==> src/rtl/instr_encoder_pkg.sv <==
// instr_encoder_pkg: shared opcodes, format enum, field positions and immediate range rule
package instr_encoder_pkg;

    localparam logic [6:0] OPC_LOAD   = 7'b0000011;
    localparam logic [6:0] OPC_STORE  = 7'b0100011;
    localparam logic [6:0] OPC_BRANCH = 7'b1100011;
    localparam logic [6:0] OPC_JAL    = 7'b1101111;

    localparam logic [31:0] ZERO = 32'h0000_0000;

    typedef enum logic [1:0] {
        FMT_I = 2'd0,
        FMT_S = 2'd1,
        FMT_B = 2'd2,
        FMT_J = 2'd3
    } fmt_e;

    localparam int OPC_LSB = 0;
    localparam int RD_LSB  = 7;
    localparam int F3_LSB  = 12;
    localparam int RS1_LSB = 15;
    localparam int RS2_LSB = 20;

    // Branch and jump offsets are halfword-granular, so an odd offset cannot be encoded
    function automatic logic imm_in_range(fmt_e fmt, logic [31:0] imm);
        logic signed [31:0] v;
        v = imm;
        imm_in_range = (fmt == FMT_I || fmt == FMT_S) ? (v >= -32'sd2048 && v <= 32'sd2047) :
                       (fmt == FMT_B) ? (v >= -32'sd4096 && v <= 32'sd4094 && !imm[0]) :
                       (v >= -32'sd1048576 && v <= 32'sd1048574 && !imm[0]);
    endfunction

endpackage

==> src/rtl/instr_encoder_field_pack.sv <==
// instr_field_pack: combinational packing of decoded fields into an RV32I word plus range check
module instr_field_pack
    import instr_encoder_pkg::*;
(
    input  logic [1:0]  fmt,
    input  logic [4:0]  rd,
    input  logic [4:0]  rs1,
    input  logic [4:0]  rs2,
    input  logic [2:0]  funct3,
    input  logic [31:0] imm,
    output logic [31:0] instr,
    output logic        range_ok
);

    fmt_e f;

    assign f = fmt_e'(fmt);

    // Scatter the immediate into each format's bit layout; unused fields stay zero
    always_comb begin
        instr = ZERO;
        case (f)
            FMT_I: begin
                instr[OPC_LSB +: 7] = OPC_LOAD;
                instr[RD_LSB +: 5]  = rd;
                instr[F3_LSB +: 3]  = funct3;
                instr[RS1_LSB +: 5] = rs1;
                instr[31:20]        = imm[11:0];
            end
            FMT_S: begin
                instr[OPC_LSB +: 7] = OPC_STORE;
                instr[RD_LSB +: 5]  = imm[4:0];
                instr[F3_LSB +: 3]  = funct3;
                instr[RS1_LSB +: 5] = rs1;
                instr[RS2_LSB +: 5] = rs2;
                instr[31:25]        = imm[11:5];
            end
            FMT_B: begin
                instr[OPC_LSB +: 7] = OPC_BRANCH;
                instr[7]            = imm[11];
                instr[11:8]         = imm[4:1];
                instr[F3_LSB +: 3]  = funct3;
                instr[RS1_LSB +: 5] = rs1;
                instr[RS2_LSB +: 5] = rs2;
                instr[30:25]        = imm[10:5];
                instr[31]           = imm[12];
            end
            default: begin
                instr[OPC_LSB +: 7] = OPC_JAL;
                instr[RD_LSB +: 5]  = rd;
                instr[19:12]        = imm[19:12];
                instr[20]           = imm[11];
                instr[30:21]        = imm[10:1];
                instr[31]           = imm[20];
            end
        endcase
    end

    assign range_ok = imm_in_range(f, imm);

endmodule

==> src/rtl/instr_encoder.sv <==
// instr_encoder: two-stage RV32 instruction encoder with sequential addressing and valid/ready flow
module instr_encoder
    import instr_encoder_pkg::*;
#(
    parameter logic [31:0] BASE_ADDR = 32'h0000_0000,
    parameter int          CNT_W     = 16
) (
    input  logic             iCLK,
    input  logic             iRST,
    input  logic             iValid,
    output logic             oReady,
    input  logic [1:0]       iFmt,
    input  logic [4:0]       iRd,
    input  logic [4:0]       iRs1,
    input  logic [4:0]       iRs2,
    input  logic [2:0]       iFunct3,
    input  logic [31:0]      iImm,
    input  logic             iFlush,
    output logic             oValid,
    input  logic             iReady,
    output logic [31:0]      oInstr,
    output logic [31:0]      oAddr,
    output logic             oErr,
    output logic [CNT_W-1:0] oCount
);

    logic        s1_valid;
    logic [1:0]  s1_fmt;
    logic [4:0]  s1_rd;
    logic [4:0]  s1_rs1;
    logic [4:0]  s1_rs2;
    logic [2:0]  s1_f3;
    logic [31:0] s1_imm;
    logic [31:0] pk_instr;
    logic        pk_ok;
    logic [31:0] addr;
    logic [31:0] next_addr;
    logic        s2_adv;
    logic        s1_adv;
    logic        accept;
    logic        out_hs;

    assign s2_adv    = !oValid || iReady;
    assign s1_adv    = !s1_valid || s2_adv;
    assign oReady    = s1_adv && !iFlush && iRST;
    assign accept    = iValid && oReady;
    assign out_hs    = oValid && iReady;
    // A word entering stage 2 takes the slot after any word leaving in the same cycle
    assign next_addr = out_hs ? addr + 32'd4 : addr;

    // Stage 1 occupancy; flush and reset discard whatever is held
    always_ff @(posedge iCLK) begin
        if (!iRST || iFlush)
            s1_valid <= 1'b0;
        else if (s1_adv)
            s1_valid <= accept;
    end

    // Stage 1 raw field capture, only on an accepted input
    always_ff @(posedge iCLK) begin
        if (accept) begin
            s1_fmt <= iFmt;
            s1_rd  <= iRd;
            s1_rs1 <= iRs1;
            s1_rs2 <= iRs2;
            s1_f3  <= iFunct3;
            s1_imm <= iImm;
        end
    end

    instr_field_pack u_pack (
        .fmt      (s1_fmt),
        .rd       (s1_rd),
        .rs1      (s1_rs1),
        .rs2      (s1_rs2),
        .funct3   (s1_f3),
        .imm      (s1_imm),
        .instr    (pk_instr),
        .range_ok (pk_ok)
    );

    // Stage 2 output register; out-of-range entries pass through as a bubble
    always_ff @(posedge iCLK) begin
        if (!iRST) begin
            oValid <= 1'b0;
            oInstr <= ZERO;
            oAddr  <= BASE_ADDR;
        end else if (iFlush) begin
            oValid <= 1'b0;
            oAddr  <= BASE_ADDR;
        end else if (s2_adv) begin
            oValid <= s1_valid && pk_ok;
            if (s1_valid && pk_ok) begin
                oInstr <= pk_instr;
                oAddr  <= next_addr;
            end
        end
    end

    // Next-address, emitted-count and sticky range-error bookkeeping
    always_ff @(posedge iCLK) begin
        if (!iRST || iFlush) begin
            addr   <= BASE_ADDR;
            oCount <= '0;
            oErr   <= 1'b0;
        end else begin
            if (out_hs) begin
                addr   <= addr + 32'd4;
                oCount <= oCount + CNT_W'(1);
            end
            if (s1_valid && s2_adv && !pk_ok)
                oErr <= 1'b1;
        end
    end

endmodule

==> config.mk <==
export PLATFORM = sky130hd
export DESIGN_NAME = instr_encoder
export DESIGN_NICKNAME = d
export VERILOG_FILES = /design/src/rtl/instr_encoder_pkg.sv /design/src/rtl/instr_encoder_field_pack.sv /design/src/rtl/instr_encoder.sv
export SDC_FILE = /design/constraint.sdc
export NUM_CORES = 1
export LEC_CHECK = 0
export BUFFER_PORTS_ARGS = -buffer_cell sky130_fd_sc_hd__buf_2
export CAP_MARGIN = 20
export CORE_ASPECT_RATIO = 0.7
export CORE_UTILIZATION = 35
export CTS_CLUSTER_SIZE = 14
export DETAILED_ROUTE_END_ITERATION = 10
export PLACE_DENSITY_LB_ADDON = 0.12
export SETUP_SLACK_MARGIN = 0.1
export SLEW_MARGIN = 10
export SYNTH_ARGS = -nofsm -noshare
export SYNTH_HDL_FRONTEND = slang
export SYNTH_SLANG_ARGS = --single-unit
==> constraint.sdc <==
create_clock -name iCLK -period 3.2 [get_ports iCLK]
set_input_delay 0.16 -clock iCLK [delete_from_list [all_inputs] [get_ports iCLK]]
set_output_delay 0.16 -clock iCLK [all_outputs]
set_load 0.005 [all_outputs]
; After elaboration in Yosys (flattened, before gate mapping)
; Index checks and enable logic that the tools add are counted.
[totals]
out_inout_bits = 83
register_bits = 167
inputBits = 57
[classes]
eq_ne = 2
reduce_logical = 26
n_lt_le_gt_ge = 6
mux = 4
bitwise_logic = 2
addsub = 2
[ops]
columns = operator, count
row1 = one-hot mux 32 bit (3 select lines), 1
row2 = adder 32 x 3 -> 32 bit (second input constant), 1
row3 = greater-or-equal comparator 32 x 12 -> 1 bit (second input constant), 1
row4 = greater-or-equal comparator 32 x 13 -> 1 bit (second input constant), 1
row5 = greater-or-equal comparator 32 x 21 -> 1 bit (second input constant), 1
row6 = less-or-equal comparator 32 x 12 -> 1 bit (second input constant), 1
row7 = less-or-equal comparator 32 x 13 -> 1 bit (second input constant), 1
row8 = less-or-equal comparator 32 x 21 -> 1 bit (second input constant), 1
row9 = 2-to-1 mux 32 bit, 1
row10 = adder 16 x 1 -> 16 bit (second input constant), 1
row11 = logical AND 1 bit, 12
row12 = zero test 1 bit, 6
row13 = logical OR 1 bit, 4
row14 = AND reduction 3 bit, 1
row15 = == test 2 x 1 -> 1 bit (second input constant), 1
row16 = == test 2 bit (second input constant), 1
row17 = zero test 2 bit, 1
row18 = 2-to-1 mux 1 bit, 2
row19 = NOT 1 bit, 2
row20 = AND reduction 2 bit, 1
row21 = OR reduction 2 bit, 1

; Depth between registers and ports, before layout
[logic_depth]
word_depth = 7
depth_mapped = 8
ltp_nobuf = 7

; Cells and area by module
; From an unflattened synthesis, not the netlist that was laid out.
[unflattened]
cells_unflattened = 602
area_unflattened_um2 = 6368.6
[modules_own_cells]
columns = mod, instances, seq_area_each_um2, cells_each, area_each_um2
row1 = instr_encoder, 1, 3783.6, 536, 5825.6
row2 = instr_field_pack, 1, 0.0, 66, 543.0

; Worst setup path after synthesis
; OpenSTA, ideal clock, no wires.
[synth_timing]
path_kind = input to register
start = input iFlush
end = register s1_f3[0], enable pin
stages = 5
t_arrival_ps = 2083
t_required_ps = 2785
path_slack_ps = 702
path_cell_list = nand2b_1 -> clkbuf_1 -> clkbuf_1 -> a21oi_1 -> and2_1
[synth_between]
elab_chain_len = 4
[synth_lines]
columns = element, line
row1 = from (decl), instr_encoder.sv:18  ; input logic iFlush,
row2 = zero test 1 bit, instr_encoder.sv:45  ; assign oReady = s1_adv && !iFlush && iRST;
row3 = logical AND 1 bit (2 in a row), instr_encoder.sv:45
row4 = net oReady, instr_encoder.sv:11  ; output logic oReady,
row5 = logical AND 1 bit, instr_encoder.sv:46  ; assign accept = iValid && oReady;
row6 = net accept, instr_encoder.sv:40  ; logic accept;
row7 = to (signal assigned), instr_encoder.sv:66  ; s1_f3 <= iFunct3;
row8 = to (decl), instr_encoder.sv:32  ; logic [2:0] s1_f3;
; The timed path passes the listed nets, and every way through them passes these cells.
; A chain may end at the register's enable or synchronous reset.

; Worst setup path after layout
[layout_timing]
start = register s1_imm[20]
end = register oAddr[31]
[layout_between]
elab_chain_len = 7
[layout_lines]
columns = element, line
row1 = from (decl), instr_encoder.sv:33  ; logic [31:0] s1_imm;
row2 = from (signal assigned), instr_encoder.sv:67  ; s1_imm <= iImm;
row3 = greater-or-equal comparator 32 x 21 -> 1 bit (tied with other cells), instr_encoder_pkg.sv:30  ; (v >= -32'sd1048576 && v <= 32'sd1048574 && !imm[0]);
row4 = "logical AND 1 bit, on equally long branches (2 in a row)", "instr_encoder_pkg.sv:30, instr_encoder_pkg.sv:29"
row5 = 2-to-1 mux 1 bit, instr_encoder_pkg.sv:29  ; (fmt == FMT_B) ? (v >= -32'sd4096 && v <= 32'sd4094 && !imm[0]) :
row6 = 2-to-1 mux 1 bit (*), instr_encoder_pkg.sv:28  ; imm_in_range = (fmt == FMT_I || fmt == FMT_S) ? (v >= -32'sd2048 && v <= 32'sd2047) :
row7 = logical AND 1 bit (*), instr_encoder.sv:93  ; if (s1_valid && pk_ok) begin
row8 = AND reduction 2 bit (no line) (*), n/a
row9 = to (signal assigned), instr_encoder.sv:95  ; oAddr <= next_addr;
row10 = to (decl), instr_encoder.sv:22  ; output logic [31:0] oAddr,
; Mark *: on every way between the ends. The rest lies on a longest branch, timed or not.

==> results.json <==
{
  "synth.cell_area_um2": 6512,
  "dpl_worst_slack_ns": 0.5471,
  "placed_cell_area_um2": 7378,
  "postRouteAntennaNets": 0,
  "detail_route.wl_per_cell_um": 14.61,
  "drt_pre_antenna_iters": 4,
  "cts_buffers": 17,
  "worstSetupStartpointType": "register",
  "tritoncts": "done",
  "grt_remaining_overflow": 0,
  "route.final.wire_length_um": 15010,
  "endpoint_kind": "register",
  "drtIter0Drc": 245,
  "relative_area_change_from_synthesis_to_final_layout_pct": 30.03,
  "initial_core_util": 0.3596,
  "summed_area_of_non_filler_cells_in_the_final_layout_um2": 8468,
  "avgViaCountPerCell": 4.681,
  "worst-endpoint-required_ns": 3.51,
  "rsz0062_at_grt": "no",
  "drcViolationCount": 0,
  "design.core.area_um2": 18110,
  "die_h_um": 116.1,
  "power_density_nw_per_um2": 506.3,
  "die-area_um2": 19170,
  "synthDominantCellAreaShare": 0.3320,
  "clkLatencyLatePin_ns": 0.42,
  "layout-drive-gt1-share": 0.2753,
  "utilization": 0.4676,
  "ys.warnings.count": 0,
  "finalHoldViolations": 0,
  "period_needed_ns": 2.623,
  "gp_congestion": 0.8066,
  "achievable-frequency_mhz": 381.3,
  "grt_usage": 0.1642,
  "netlist_instances": 593,
  "first_pass_grt_wire_length_um": 23850,
  "critical-path-max-stage-delay_ns": 0.58,
  "final-max-slew-violation-count": 0,
  "yosys.cell_types.count": 50,
  "synth.top_cells.by_area": "dfxtp_1 (33%), edfxtp_1 (24%), mux2_2 (6.1%), nand2_1 (4.8%), mux2i_1 (4.8%)",
  "port-buffer-count": 136,
  "synth_edf_count": 52,
  "setup_ws_ns": 0.5773,
  "setup-tns-final_ns": 0,
  "synth_ff_type": "dfxtp_1",
  "synth.yosys.seq_area_share": 0.5718,
  "floorplan.rows": 41,
  "layout_worst_path_cycle_share": 0.8196,
  "die_width_um": 165.0,
  "timing.final.setup_violations": 0,
  "max-vdd-ir-drop_v": 0.0002636,
  "finalNetCount": 838,
  "clock_sink_count": 160,
  "ys_ff_latch": 160,
  "vias": 4812,
  "ys_async_sr_fraction": 0,
  "relSlewSlack": 0.4783,
  "timing.setup.critical_path_class": "register to register",
  "maxCapViolations": 0,
  "yosysMostFrequentCell": "dfxtp_1",
  "post_cts_buffers": 0,
  "number_of_antenna_repair_diodes": 0,
  "p_leak_nw": 3.526,
  "ctsHtreeMaxLevel": 4,
  "clk_root_buffer_cell": "clkbuf_16",
  "ios": 140,
  "synthDominantAreaCellType": "dfxtp_1",
  "slew_at_the_pin_with_the_worst_max_slew_slack_ns": 0.7825,
  "timing.critical_path.fanout_max": 28,
  "initial_antenna_violation_count": 0,
  "outcome": "complete, no violations",
  "critical_path_arrival_ns": 2.93,
  "timing.hold.worst.class": "input port to register",
  "fin_worst_skew_ns": 0.008133,
  "worstPathCellList": "nor4_1 > nand3_1 > or4_4 > a21o_4 > nor2_8 > mux2_2",
  "clk_pin_slew_ns": 0.06,
  "grt_start_max_net_pins": 59,
  "synth_commonest_cells": "dfxtp_1 (108), nand2_1 (83), edfxtp_1 (52)",
  "cts_max_path_buffers": 2,
  "postSynthAreaPerCell_um2": 10.98,
  "vias_in_the_first_global_route": 4630,
  "worst_path_max_delay_cell": "or4_4",
  "post-dp-hpwl_um": 10490
}
## stage by stage
stage	hold slack [ns]	total power, mW	cells
detailed placement	0.3383	2.369	943
finish	0.1546	4.287	1028
CTS	0.1352	4.329	1028
global route	0.1474	4.443	1028
global placement	0.3379	2.365	943
floorplan	0.2589	2.296	595
## repair_timing
item,CTS,global route
hold buffers,53,0
gates resized for setup,0,0
endpoints found under the hold margin,53,0
## area by class of cell
type	instances	area, um^2
clock inverters	7	52.55
inverters	5	18.77
clock buffers	25	506.7
well taps	236	295.3
multi-input cells	399	2608
fillers	1700	9641
repair buffers	196	1264
flip-flops and latches	160	3724
## per-layer routing
metal	global-route usage	share of wire	up-vias
li1	-	-	2453
met1	0.2307	0.52	2243
met2	0.2466	0.43	103
met3	0.04474	0.044	13
met4	0.04771	0.014	0
met5	0	0	-
## final timing paths
| kind | to | from | slack [ns] | cells after the start |
|---|---|---|---|---|
| max | oAddr[31] | s1_imm[20] | 0.58 | 6 |
| min | oValid | iReady | 0.15 | 3 |
| max reg2reg | oAddr[31] | s1_imm[20] | 0.58 | 6 |
| min reg2reg | oInstr[5] | oInstr[5] | 0.45 | 2 |
## critical path, delay by kind of cell (launching register included)
kind	cells	cell delay, ns
AND/OR/NAND/NOR	4	1.42
flip-flops	1	0.41
multiplexers	1	0.39
AO/OA/AOI/OAI	1	0.27
## sequential cells by signal, summed over array words and instances, names as in the netlist
signal,cells
oCount,16
s1_rs2,5
addr,30
s1_rs1,5
oAddr,30
oValid,1
oInstr,29
s1_imm,32
s1_f3,3
s1_rd,5
s1_valid,1
s1_fmt,2
oErr,1
## logic make-up (layout without fill, tap and decap cells)
logic type	Yosys count	count (layout)	synth area share
compound gates	50	50	0.04842
xor+xnor	34	34	0.04573
fa+ha+maj	2	2	0.003842
buf+inv	36	233	0.02997
flops	160	160	0.5718
mux	67	67	0.1099
other cells	1	3	0.0005758
simple gates	243	243	0.1898
## layout by cell type (no fill, tap or decap), drive strengths merged, types with 10 or more instances in the layout
| master | count |
|---|---|
| edfxtp | 52 |
| and2 | 25 |
| nand4 | 22 |
| xnor2 | 19 |
| dlygate4sd3 | 53 |
| buf | 143 |
| or3 | 10 |
| clkbuf | 25 |
| mux2i | 31 |
| o21ai | 19 |
| nand2 | 85 |
| xor2 | 15 |
| nor4 | 11 |
| a21oi | 16 |
| nor2 | 43 |
| mux2 | 36 |
| dfxtp | 108 |
| nand3 | 11 |
## power breakdown
part | leakage (nW) | switching, mW | internal (mW)
clock | 0.273 | 0.808 | 1.11
sequential | 1.35 | 0.0225 | 2.14
combinational | 1.91 | 0.104 | 0.112
total | 3.53 | 0.934 | 3.35
(Power assumes the default switching activity.)
